===== src/rtl/y86_pkg.sv =====
// Shared Y86 sequential-core definitions: stage encoding, icode and status constants.
// Latency: n/a (types, constants and a pure helper function only).
// Backpressure: n/a.
package y86_pkg;

    // Stage encoding is visible on the stage output, so the order is fixed.
    typedef enum logic [2:0] {
        S_IDLE    = 3'd0,
        S_FETCH   = 3'd1,
        S_DECODE  = 3'd2,
        S_EXECUTE = 3'd3,
        S_MEMORY  = 3'd4,
        S_WRBACK  = 3'd5,
        S_PCUPD   = 3'd6,
        S_HALT    = 3'd7
    } state_t;

    localparam logic [3:0] I_HALT   = 4'h0;
    localparam logic [3:0] I_NOP    = 4'h1;
    localparam logic [3:0] I_RRMOVQ = 4'h2;
    localparam logic [3:0] I_IRMOVQ = 4'h3;
    localparam logic [3:0] I_RMMOVQ = 4'h4;
    localparam logic [3:0] I_MRMOVQ = 4'h5;
    localparam logic [3:0] I_OPQ    = 4'h6;
    localparam logic [3:0] I_JXX    = 4'h7;
    localparam logic [3:0] I_CALL   = 4'h8;
    localparam logic [3:0] I_RET    = 4'h9;
    localparam logic [3:0] I_PUSHQ  = 4'hA;
    localparam logic [3:0] I_POPQ   = 4'hB;

    localparam logic [2:0] STAT_AOK = 3'd1;
    localparam logic [2:0] STAT_HLT = 3'd2;
    localparam logic [2:0] STAT_ADR = 3'd3;
    localparam logic [2:0] STAT_INS = 3'd4;

    // Instructions that touch data memory and therefore visit MEMORY.
    function automatic logic uses_mem(input logic [3:0] ic);
        logic m;
        case (ic)
            I_RMMOVQ, I_MRMOVQ, I_CALL, I_RET, I_PUSHQ, I_POPQ: m = 1'b1;
            default:                                           m = 1'b0;
        endcase
        return m;
    endfunction

endpackage


===== src/rtl/seq_stage_ctrl_next_pc_sel.sv =====
// Next-PC select: chooses the PC loaded in PCUPD from icode/Cnd and valP/valC/valM.
// Latency: purely combinational, zero cycles.
// Backpressure: none; the value is only consumed while the controller sits in PCUPD.
// Ports: icode, Cnd, valP, valC, valM in; next_pc out.
module next_pc_sel
    import y86_pkg::*;
(
    input  logic [3:0]  icode,
    input  logic        Cnd,
    input  logic [63:0] valP,
    input  logic [63:0] valC,
    input  logic [63:0] valM,
    output logic [63:0] next_pc
);

    always_comb begin
        next_pc = valP;
        case (icode)
            I_JXX:   next_pc = Cnd ? valC : valP;
            I_CALL:  next_pc = valC;
            I_RET:   next_pc = valM;
            default: next_pc = valP;
        endcase
    end

endmodule


===== src/rtl/seq_stage_ctrl.sv =====
// Sequential Y86 stage controller: walks FETCH..PCUPD per instruction, owns PC and status.
// Latency: 5 cycles/instruction without MEMORY, 6 with it, plus any imem/dmem ack wait.
// Backpressure: FETCH holds imem_req until imem_ack, MEMORY holds dmem_req until dmem_ack.
// Ports: clk, rst_n (async, active low); start; icode, Cnd, valP/valC/valM, instr_valid,
//        imem_error, dmem_error; imem_req/imem_ack, dmem_req/dmem_ack; PC, stage, rf_we,
//        stat, halted. With SEQ_CYCLE_CNT_EN defined also cycle_cnt and insn_cnt.
module seq_stage_ctrl
    import y86_pkg::*;
#(
    parameter logic [63:0] RESET_PC = 64'h0
)
(
    input  logic        clk,
    input  logic        rst_n,
    input  logic        start,
    input  logic [3:0]  icode,
    input  logic        Cnd,
    input  logic [63:0] valP,
    input  logic [63:0] valC,
    input  logic [63:0] valM,
    input  logic        instr_valid,
    input  logic        imem_error,
    input  logic        dmem_error,
    output logic        imem_req,
    input  logic        imem_ack,
    output logic        dmem_req,
    input  logic        dmem_ack,
    output logic [63:0] PC,
    output logic [2:0]  stage,
    output logic        rf_we,
`ifdef SEQ_CYCLE_CNT_EN
    output logic [63:0] cycle_cnt,
    output logic [63:0] insn_cnt,
`endif
    output logic [2:0]  stat,
    output logic        halted
);

    state_t      state_q;
    state_t      state_d;
    logic [2:0]  stat_d;
    logic [63:0] next_pc;

    next_pc_sel u_next_pc_sel (
        .icode   (icode),
        .Cnd     (Cnd),
        .valP    (valP),
        .valC    (valC),
        .valM    (valM),
        .next_pc (next_pc)
    );

    always_ff @(posedge clk or negedge rst_n) begin
        if (!rst_n) begin
            state_q <= S_IDLE;
            stat    <= STAT_AOK;
            PC      <= RESET_PC;
        end else begin
            state_q <= state_d;
            stat    <= stat_d;
            if (state_q == S_PCUPD) begin
                PC <= next_pc;
            end
        end
    end

    always_comb begin
        state_d  = state_q;
        stat_d   = stat;
        imem_req = 1'b0;
        dmem_req = 1'b0;
        rf_we    = 1'b0;
        case (state_q)
            S_IDLE: begin
                if (start) state_d = S_FETCH;
            end
            S_FETCH: begin
                imem_req = 1'b1;
                // Fault priority: address fault, then illegal, then halt.
                if (imem_ack) begin
                    if (imem_error) begin
                        stat_d  = STAT_ADR;
                        state_d = S_HALT;
                    end else if (!instr_valid) begin
                        stat_d  = STAT_INS;
                        state_d = S_HALT;
                    end else if (icode == I_HALT) begin
                        stat_d  = STAT_HLT;
                        state_d = S_HALT;
                    end else begin
                        state_d = S_DECODE;
                    end
                end
            end
            S_DECODE: begin
                state_d = S_EXECUTE;
            end
            S_EXECUTE: begin
                state_d = uses_mem(icode) ? S_MEMORY : S_WRBACK;
            end
            S_MEMORY: begin
                dmem_req = 1'b1;
                if (dmem_ack) begin
                    if (dmem_error) begin
                        stat_d  = STAT_ADR;
                        state_d = S_HALT;
                    end else begin
                        state_d = S_WRBACK;
                    end
                end
            end
            S_WRBACK: begin
                rf_we   = (stat == STAT_AOK);
                state_d = S_PCUPD;
            end
            S_PCUPD: begin
                state_d = S_FETCH;
            end
            S_HALT: begin
                state_d = S_HALT;
            end
            default: begin
                state_d = S_IDLE;
            end
        endcase
    end

    assign stage  = state_q;
    assign halted = (state_q == S_HALT);

`ifdef SEQ_CYCLE_CNT_EN
    // cycle_cnt counts every cycle spent working on an instruction; insn_cnt counts retirements.
    always_ff @(posedge clk or negedge rst_n) begin
        if (!rst_n) begin
            cycle_cnt <= 64'd0;
            insn_cnt  <= 64'd0;
        end else begin
            if (state_q != S_IDLE && state_q != S_HALT) begin
                cycle_cnt <= cycle_cnt + 64'd1;
            end
            if (state_q == S_PCUPD) begin
                insn_cnt <= insn_cnt + 64'd1;
            end
        end
    end
`else
    // Performance counters are not built in this configuration.
`endif

endmodule

===== config.mk =====
export PLATFORM = sky130hd
export DESIGN_NAME = seq_stage_ctrl
export DESIGN_NICKNAME = d
export VERILOG_FILES = /design/src/rtl/y86_pkg.sv /design/src/rtl/seq_stage_ctrl_next_pc_sel.sv /design/src/rtl/seq_stage_ctrl.sv
export SDC_FILE = /design/constraint.sdc
export NUM_CORES = 1
export LEC_CHECK = 0
export ABC_AREA = 0
export BUFFER_PORTS_ARGS = -buffer_cell sky130_fd_sc_hd__clkbuf_2
export CORE_AREA = 2 2 107 109
export DETAILED_ROUTE_END_ITERATION = 8
export DIE_AREA = 0 0 109 111
export PLACE_DENSITY_LB_ADDON = 0.08
export SYNTH_ARGS = -nofsm -noshare
export SYNTH_HDL_FRONTEND = slang
export SYNTH_SLANG_ARGS = --single-unit
export TNS_END_PERCENT = 1

===== constraint.sdc =====
create_clock -name clk -period 2.85 [get_ports clk]
set_input_delay 0.57 -clock clk [delete_from_list [all_inputs] [get_ports clk]]
set_output_delay 0.57 -clock clk [all_outputs]
set_load 0.05 [all_outputs]

# == After elaboration in Yosys (flattened, before gate mapping) ==
# Cells that the tools add are included.
# word_totals
register_bits,70
inputBits,205
wordCells,52
# classes
eq_ne,20
n_mux,23
reduce_logical,6
# op_table
operator,count
$pmux 64 s3,1
$mux 64,1
$mux 3,12
$pmux 3 s8,1
$eq 4x4->1 const B,4
$eq 3x3->1 const B,4
$eq 4x3->1 const B,3
$ne 2x2->1 const B,4
$eq 3x1->1 const B,2
$eq 3x2->1 const B,2
$mux 1,6
$pmux 3 s2,1
$reduce_or 6->1,1
$reduce_and 5->1,1
$logic_not 4->1,1
$ne 4x4->1 const B,1
$logic_not 3->1,1
$reduce_and 3->1,1
$mux 2,1
$reduce_bool 2->1,1

# == Logic depth before layout (Yosys ltp) ==
# Gate-level depths: netlist of the first run.
# logic_depth
depth_word,6
ltp_mapped,7
ltp_nobuf,4

# == Modules after synthesis ==
# A second synthesis of the first run with hierarchy kept.
# unflattened
hier_cells,495
hier_area_um2,5147.4
# modules_own_cells
module,n_inst,cells_each,area_per_inst_um2
seq_stage_ctrl,1,185,2806.4
next_pc_sel,1,310,2341.0

# == Worst setup path before layout of the first run ==
# Ideal clock, no wire load.
# synth_path
path_type,reg-to-output
from,register state_q[2] (netlist: stage[2])
to,output port rf_we
arrival_time_ps,2660
t_required_ps,2280
slack_ps,-380
stages_incl_launch_ff,4
path_cell_list,dfrtp_1 > clkbuf_1 > inv_1 > nor4_1
# synth_via
elab_chain_len,2
# synth_lines
element,line,source
start: declaration,seq_stage_ctrl.sv:39,state_t state_q;
start signal: assignment,seq_stage_ctrl.sv:59,state_q <= state_d;
$eq 3x3->1,seq_stage_ctrl.sv:73,case (state_q)
$mux 1,seq_stage_ctrl.sv:73,
end: declaration,seq_stage_ctrl.sv:30,"output logic rf_we,"
# No other way between the ends.

# == Worst setup path in the final report of the first run ==
# layout_path
from,register state_q[2] (netlist: stage[2])
to,output port dmem_req
# layout_via
elab_chain_len,2
# layout_lines
element,line,source
$eq 3x3->1,seq_stage_ctrl.sv:73,
$mux 1,seq_stage_ctrl.sv:73,
end: declaration,seq_stage_ctrl.sv:26,"output logic dmem_req,"
# No other way between the ends.

==> impl_metrics.csv, run 1 <==
group,metric,value,unit
status,outcome,"completed",
floorplanning,rows,39,
setup_path,endpoint_kind,"output pin",
cts,cts_buffers,9,
yosys,ys_warn_count,0,
setup_path,crit_path_max_fanout,12,
yosys,synthTopCellsByArea,"dfrtp_1 45%, o221ai_1 9.7%, a31oi_1 7.1%, and2_1 6.9%, o21ai_0 5.9%",
floorplanning,floorplan.core_area,0.0111,sq mm
floorplanning,pin_count,279,
floorplanning,dieHeight,111,um
yosys,synth_nets,621,
timing,relSlewSlack,28.5,%
power,p_leak,2.72,nW
drt,drc_errors,0,
timing,fin_worst_skew,0.00441,ns
power,powerDensity,1180,mW/mm^2
cts,clkTransAtPathRegs,0.05,ns
setup_path,rr_worst_depth,4,
drt,drt_iter0_drc,219,
timing,clock.fmax,440,MHz
global_routing,grt_use_total,23.4,%
drt,routed.top_layer,"met4",
worst_hold_path,hold_path.class,"in2async",
yosys,synth_edf_count,0,
floorplanning,die_w,109,um
finish,layout.cells.non_filler,818,
drt,routed_wl,14200,um
power,sw_frac_of_total,52.7,%
timing,finalCriticalPeriod,2.27,ns
yosys,yosysMostFrequentCell,"dfrtp_1",
placement,place_congestion,0.800,
drt,drtAntennaViolNets,0,
placement,dpl.hpwl,10200,um
finish,design_area,0.00560,sq mm
power,pwr-share-clk,15.8,%
cts,cts_root_buf,"clkbuf_16",
yosys,syn_avg_cell_area,9.13,sq um
flow_run,drv_cap,0,
timing,tightest_slew,1.07,ns
yosys,ys_seq_elements,70,
drt,m1WireLength,5700,um
drt,wl_met2,7140,um
cts,postCtsHoldBufs,0,
finish,diodes,0,
drt,wl_met3,984,um
cts,cts_setup_buffers,0,
drt,routedWlPerCell,17.3,um
timing,rsz0062_at_grt,"no",
power,p_int,3.13,mW
yosys,synth_flop_cell,"dfrtp_1",
setup_path,worst-setup-path-type,"reg2out",
setup_path,start_kind,"register",
timing,finalCritPeriodShare,79.7,%
power,vdd.ir_drop.worst,0.644,mV
yosys,netlist_area,0.00380,sq mm
cts,h-tree-depth,3,
cts,clock_path_buffers,2,
finish,synthToLayoutAreaGrowth,47.5,%
finish,drive_above_1_share,46.5,%
yosys,synth.distinct_cells,34,
setup_path,ff2ff_setup_slack,1.08,ns
cts,numClockSinks,70,
placement,placed_cell_area,0.00533,sq mm
setup_path,cp.arrival,1.70,ns
cts,cts_tree,"built",
timing,setup_viol,0,
placement,placedCellCount,804,
yosys,synth.largest_area_cell,"dfrtp_1",
yosys,ys_seq_area_share,46.2,%
placement,numPortBuffers,278,
yosys,async_flop_share,100,%
global_routing,grt_overflow,0,
floorplanning,start_util,34.3,%
yosys,synthCells,416,
cts,clock_latency,0.32,ns
drt,routed-via-count,4386,
power,switchingPower,3.49,mW
setup_path,reg2reg_from,"stage[0]",
timing,drv_slew,0,
finish,nNetsFinal,877,
global_routing,grt_max_degree,67,
drt,dr.pass1.iters,6,
setup_path,r2r_end,"stat[1]",
global_routing,grt_pass1_wl,22100,um
floorplanning,dieArea,0.0121,sq mm
setup_path,critPathRequiredTime,2.28,ns
drt,routed_via_density,5.36,
timing,finalSetupTns,0,ns
global_routing,grt_pass1_vias,4487,
power,comb_power_share,57.1,%
cts,cts_resized,0,
yosys,synth_commonest_cells,"69 x dfrtp_1, 45 x o21ai_0, 43 x a31oi_1",
power,p_seq_share,27.1,%
global_routing,grt_antenna_before_repair,0,
yosys,synth.top_cell.area_share,45.5,%
timing,hold_violations,0,
-- through the flow --
step	hold WS (ns)	utilization [%]	setup WS (ns)	total power, mW
after floorplan	0.274	-	0.0111	4.59
after global placement	0.510	48.1	0.312	5.57
after detailed placement	0.515	48.1	0.291	5.62
after CTS	0.301	50.6	0.573	6.69
after global routing	0.326	50.6	0.445	7.04
final	0.293	50.6	0.578	6.63
-- worst max-delay path by stage --
stage          startpoint        to  slack (ns)  cells past startpoint
2_1_floorplan    stage[2]  dmem_req        0.01                      3
3_3_place_gp     icode[3]    PC[62]        0.31                      5
3_5_place_dp     icode[3]    PC[51]        0.29                      5
4_1_cts          stage[2]  dmem_req        0.57                      3
5_1_grt          stage[2]  dmem_req        0.45                      3
6_report         stage[2]  dmem_req        0.58                      3
-- per-layer routing --
metal	up-vias	track usage, %
met5	-	0
met4	0	9.83
met1	2064	27.3
met2	180	40.6
li1	2115	-
met3	27	5.06
-- flip-flops by register name, indices dropped and copies added, names as in the netlist --
name / flops
stat: 3
stage: 3
PC: 64
-- area by class of cell --
cell class | instances | area, sq um
Fill cell | 1079 | 5480
Multi-Input combinational cell | 300 | 1910
Sequential cell | 70 | 1750
Timing Repair Buffer | 289 | 1470
Clock buffer | 13 | 270
Tap cell | 143 | 179
Inverter | 2 | 7.51
Clock inverter | 1 | 5.00
-- cell usage in the layout, fill, tap and decap left out, types with 3 or more instances in the layout --
master / netlist / final
o221ai_1: 42 / 42
clkbuf_8: 0 / 3
o21ai_0: 45 / 45
nor2_1: 28 / 27
nand2_1: 26 / 26
clkbuf_16: 0 / 9
a31oi_1: 43 / 43
dfrtp_1: 69 / 69
a221oi_1: 22 / 22
clkbuf_2: 0 / 277
and2_1: 42 / 42
a21oi_1: 25 / 25
buf_4: 0 / 11
-- cell families (layout without fill, tap and decap cells) --
kind of cell,count (synthesis),in the layout,share of synthesized area (%)
buffers and inverters,46,305,4.74
flip-flops,70,70,46.2
AO/OA/AOI/OAI,184,184,32.8
AND/OR/NAND/NOR,115,115,16.0
multiplexers,1,1,0.264
-- power by group through the flow --
stage | Combinational [mW] | Clock [mW] | Sequential, mW
2_1_floorplan | 1.16 | 0 | 3.43
3_3_place_gp | 3.77 | 0 | 1.79
3_5_place_dp | 3.81 | 0 | 1.81
4_1_cts | 3.82 | 1.07 | 1.80
5_1_grt | 4.06 | 1.12 | 1.86
6_report | 3.78 | 1.05 | 1.79
-- critical path, stage by stage (launching register included) --
cell      delay, ns
dfrtp_1        0.57
inv_1          0.18
nor3_1         0.29
clkbuf_2       0.34
(Power assumes the default switching activity.)
==> run 2, diff against run 1 <==
==> constraint.sdc (replaced) <==
create_clock -name clk -period 2.3 [get_ports clk]
set_input_delay 0.46 -clock clk [delete_from_list [all_inputs] [get_ports clk]]
set_output_delay 0.46 -clock clk [all_outputs]
set_load 0.05 [all_outputs]
==> impl_metrics.csv, run 2 (synthesis results as in run 1) <==
group,metric,value,unit
cts,numClockSinks,70,
placement,numPortBuffers,278,
finish,diodes,0,
drt,drc_errors,0,
global_routing,grt_pass1_wl,21600,um
cts,clkTransAtPathRegs,0.06,ns
finish,postLayoutCoreUtil,51.0,%
cts,cts_resized,0,
setup_path,rr_worst_depth,4,
global_routing,grt_antenna_before_repair,0,
finish,fillers,1123,
cts,cts_root_buf,"clkbuf_16",
timing,hold_ws,0.0853,ns
setup_path,start_kind,"register",
global_routing,grt_max_degree,81,
timing,fin_worst_skew,0.00641,ns
cts,clock_path_buffers,2,
floorplanning,dieArea,0.0121,sq mm
global_routing,grt_overflow,0,
timing,tightest_slew,1.14,ns
power,p_leak,2.73,nW
setup_path,ff2ff_setup_slack,0.55,ns
floorplanning,pin_count,279,
placement,placed_cell_area,0.00538,sq mm
finish,ff_latch_area,0.00175,sq mm
setup_path,cp.arrival,1.68,ns
finish,multi_input_area,0.00192,sq mm
power,vdd.ir_drop.worst,0.722,mV
flow_run,drv_cap,0,
setup_path,reg2reg_from,"stage[0]",
drt,dr.pass1.iters,7,
cts,clock_latency,0.32,ns
cts,cts_tree,"built",
floorplanning,floorplan.core_area,0.0111,sq mm
placement,place_congestion,0.831,
setup_path,r2r_end,"stat[1]",
finish,largest_register_ffs,64,
timing,relSlewSlack,23.7,%
timing,finalCritPeriodShare,93.0,%
global_routing,grt_use_total,22.8,%
floorplanning,die_w,109,um
drt,routed_wl,13800,um
finish,synthToLayoutAreaGrowth,48.7,%
finish,most-common-layout-cells,"277 x clkbuf_2, 69 x dfrtp_1, 45 x o21ai_0, 43 x a31oi_1",
cts,postCtsHoldBufs,0,
setup_path,endpoint_kind,"output pin",
drt,drt_iter0_drc,199,
timing,finalSetupTns,0,ns
setup_path,critPathRequiredTime,1.84,ns
setup_path,crit_path_max_fanout,12,
placement,dpl.hpwl,9870,um
drt,routed-via-count,4384,
timing,finalCriticalPeriod,2.14,ns
drt,routedWlPerCell,16.9,um
drt,routed_via_density,5.34,
floorplanning,rows,39,
cts,h-tree-depth,3,
timing,rsz0062_at_grt,"no",
power,powerDensity,1450,mW/mm^2
global_routing,grt_pass1_vias,4321,
timing,hold_violations,0,
finish,drive_above_1_share,46.8,%
worst_hold_path,hold_path.class,"in2async",
timing,setup_viol,0,
setup_path,cp-endpoint,"rf_we",
timing,clock.fmax,468,MHz
drt,drtAntennaViolNets,0,
cts,cts_setup_buffers,0,
setup_path,worst-setup-path-type,"reg2out",
finish,final_common_cell,"clkbuf_2",
cts,cts_buffers,9,
setup_path,startpoint,"stage[2]",
status,outcome,"completed",
finish,nNetsFinal,878,
floorplanning,start_util,34.3,%
finish,design_area,0.00565,sq mm
timing,drv_slew,0,
finish,regMostFlops,"PC",
floorplanning,dieHeight,111,um
==> run 2: changes by cell type in the layout (fill, tap and decap cells not counted) <==
| cell | change |
|---|---|
| buf_4 | -1 |
| nor3_2 | +1 |
| nor3_1 | -1 |
| clkinv_2 | +2 |
| clkbuf_1 | +1 |
| clkinvlp_4 | +1 |
| buf_12 | +3 |
| clkbuf_8 | -2 |
| buf_2 | -1 |
==> run 2: layer usage <==
layer | part of all wire [%] | GRT usage, % | wire [um]
met1 | 41 | 28.1 | 5660
met4 | 1.6 | 7.86 | 227
met3 | 7.5 | 4.23 | 1040
met2 | 50 | 39.3 | 6920
met5 | 0 | 0 | 0
==> run 2: stage by stage <==
stage               total power, mW  std cells  setup WS, ns
global route                   8.68        821        0.0547
finish                         8.17        821         0.162
CTS                            8.26        821         0.140
global placement               6.91        805       0.00263
floorplan                      5.69        416        -0.271
detailed placement             6.97        805       -0.0805
==> run 2: how the worst min path moves through the flow <==
stage,startpoint,to,slack (ns)
global route,rst_n,PC[22],0.12
detailed placement,rst_n,PC[22],0.45
global placement,rst_n,PC[27],0.45
floorplan,rst_n,PC[0],0.16
CTS,rst_n,PC[22],0.1
finish,rst_n,PC[22],0.09
==> run 2: power by group <==
part	internal, mW	leakage, nW	switching [mW]	total, mW
Sequential	1.85	0.825	0.360	2.21
Clock	0.754	0.132	0.501	1.25
Combinational	1.25	1.77	3.45	4.71
==> run 2: area by class of cell <==
class,count,area share [%]
well taps,143,3.17
clock inverters,4,0.399
inverters,2,0.133
clock buffers,12,4.37
flip-flops and latches,70,31.0
multi-input cells,300,33.9
repair buffers,290,26.9
==> run 2: worst max-delay path, stage by stage, from the launching register on <==
cell and delay (ns):
dfrtp_1 0.57, inv_1 0.19, nor4_2 0.29, clkbuf_2 0.31
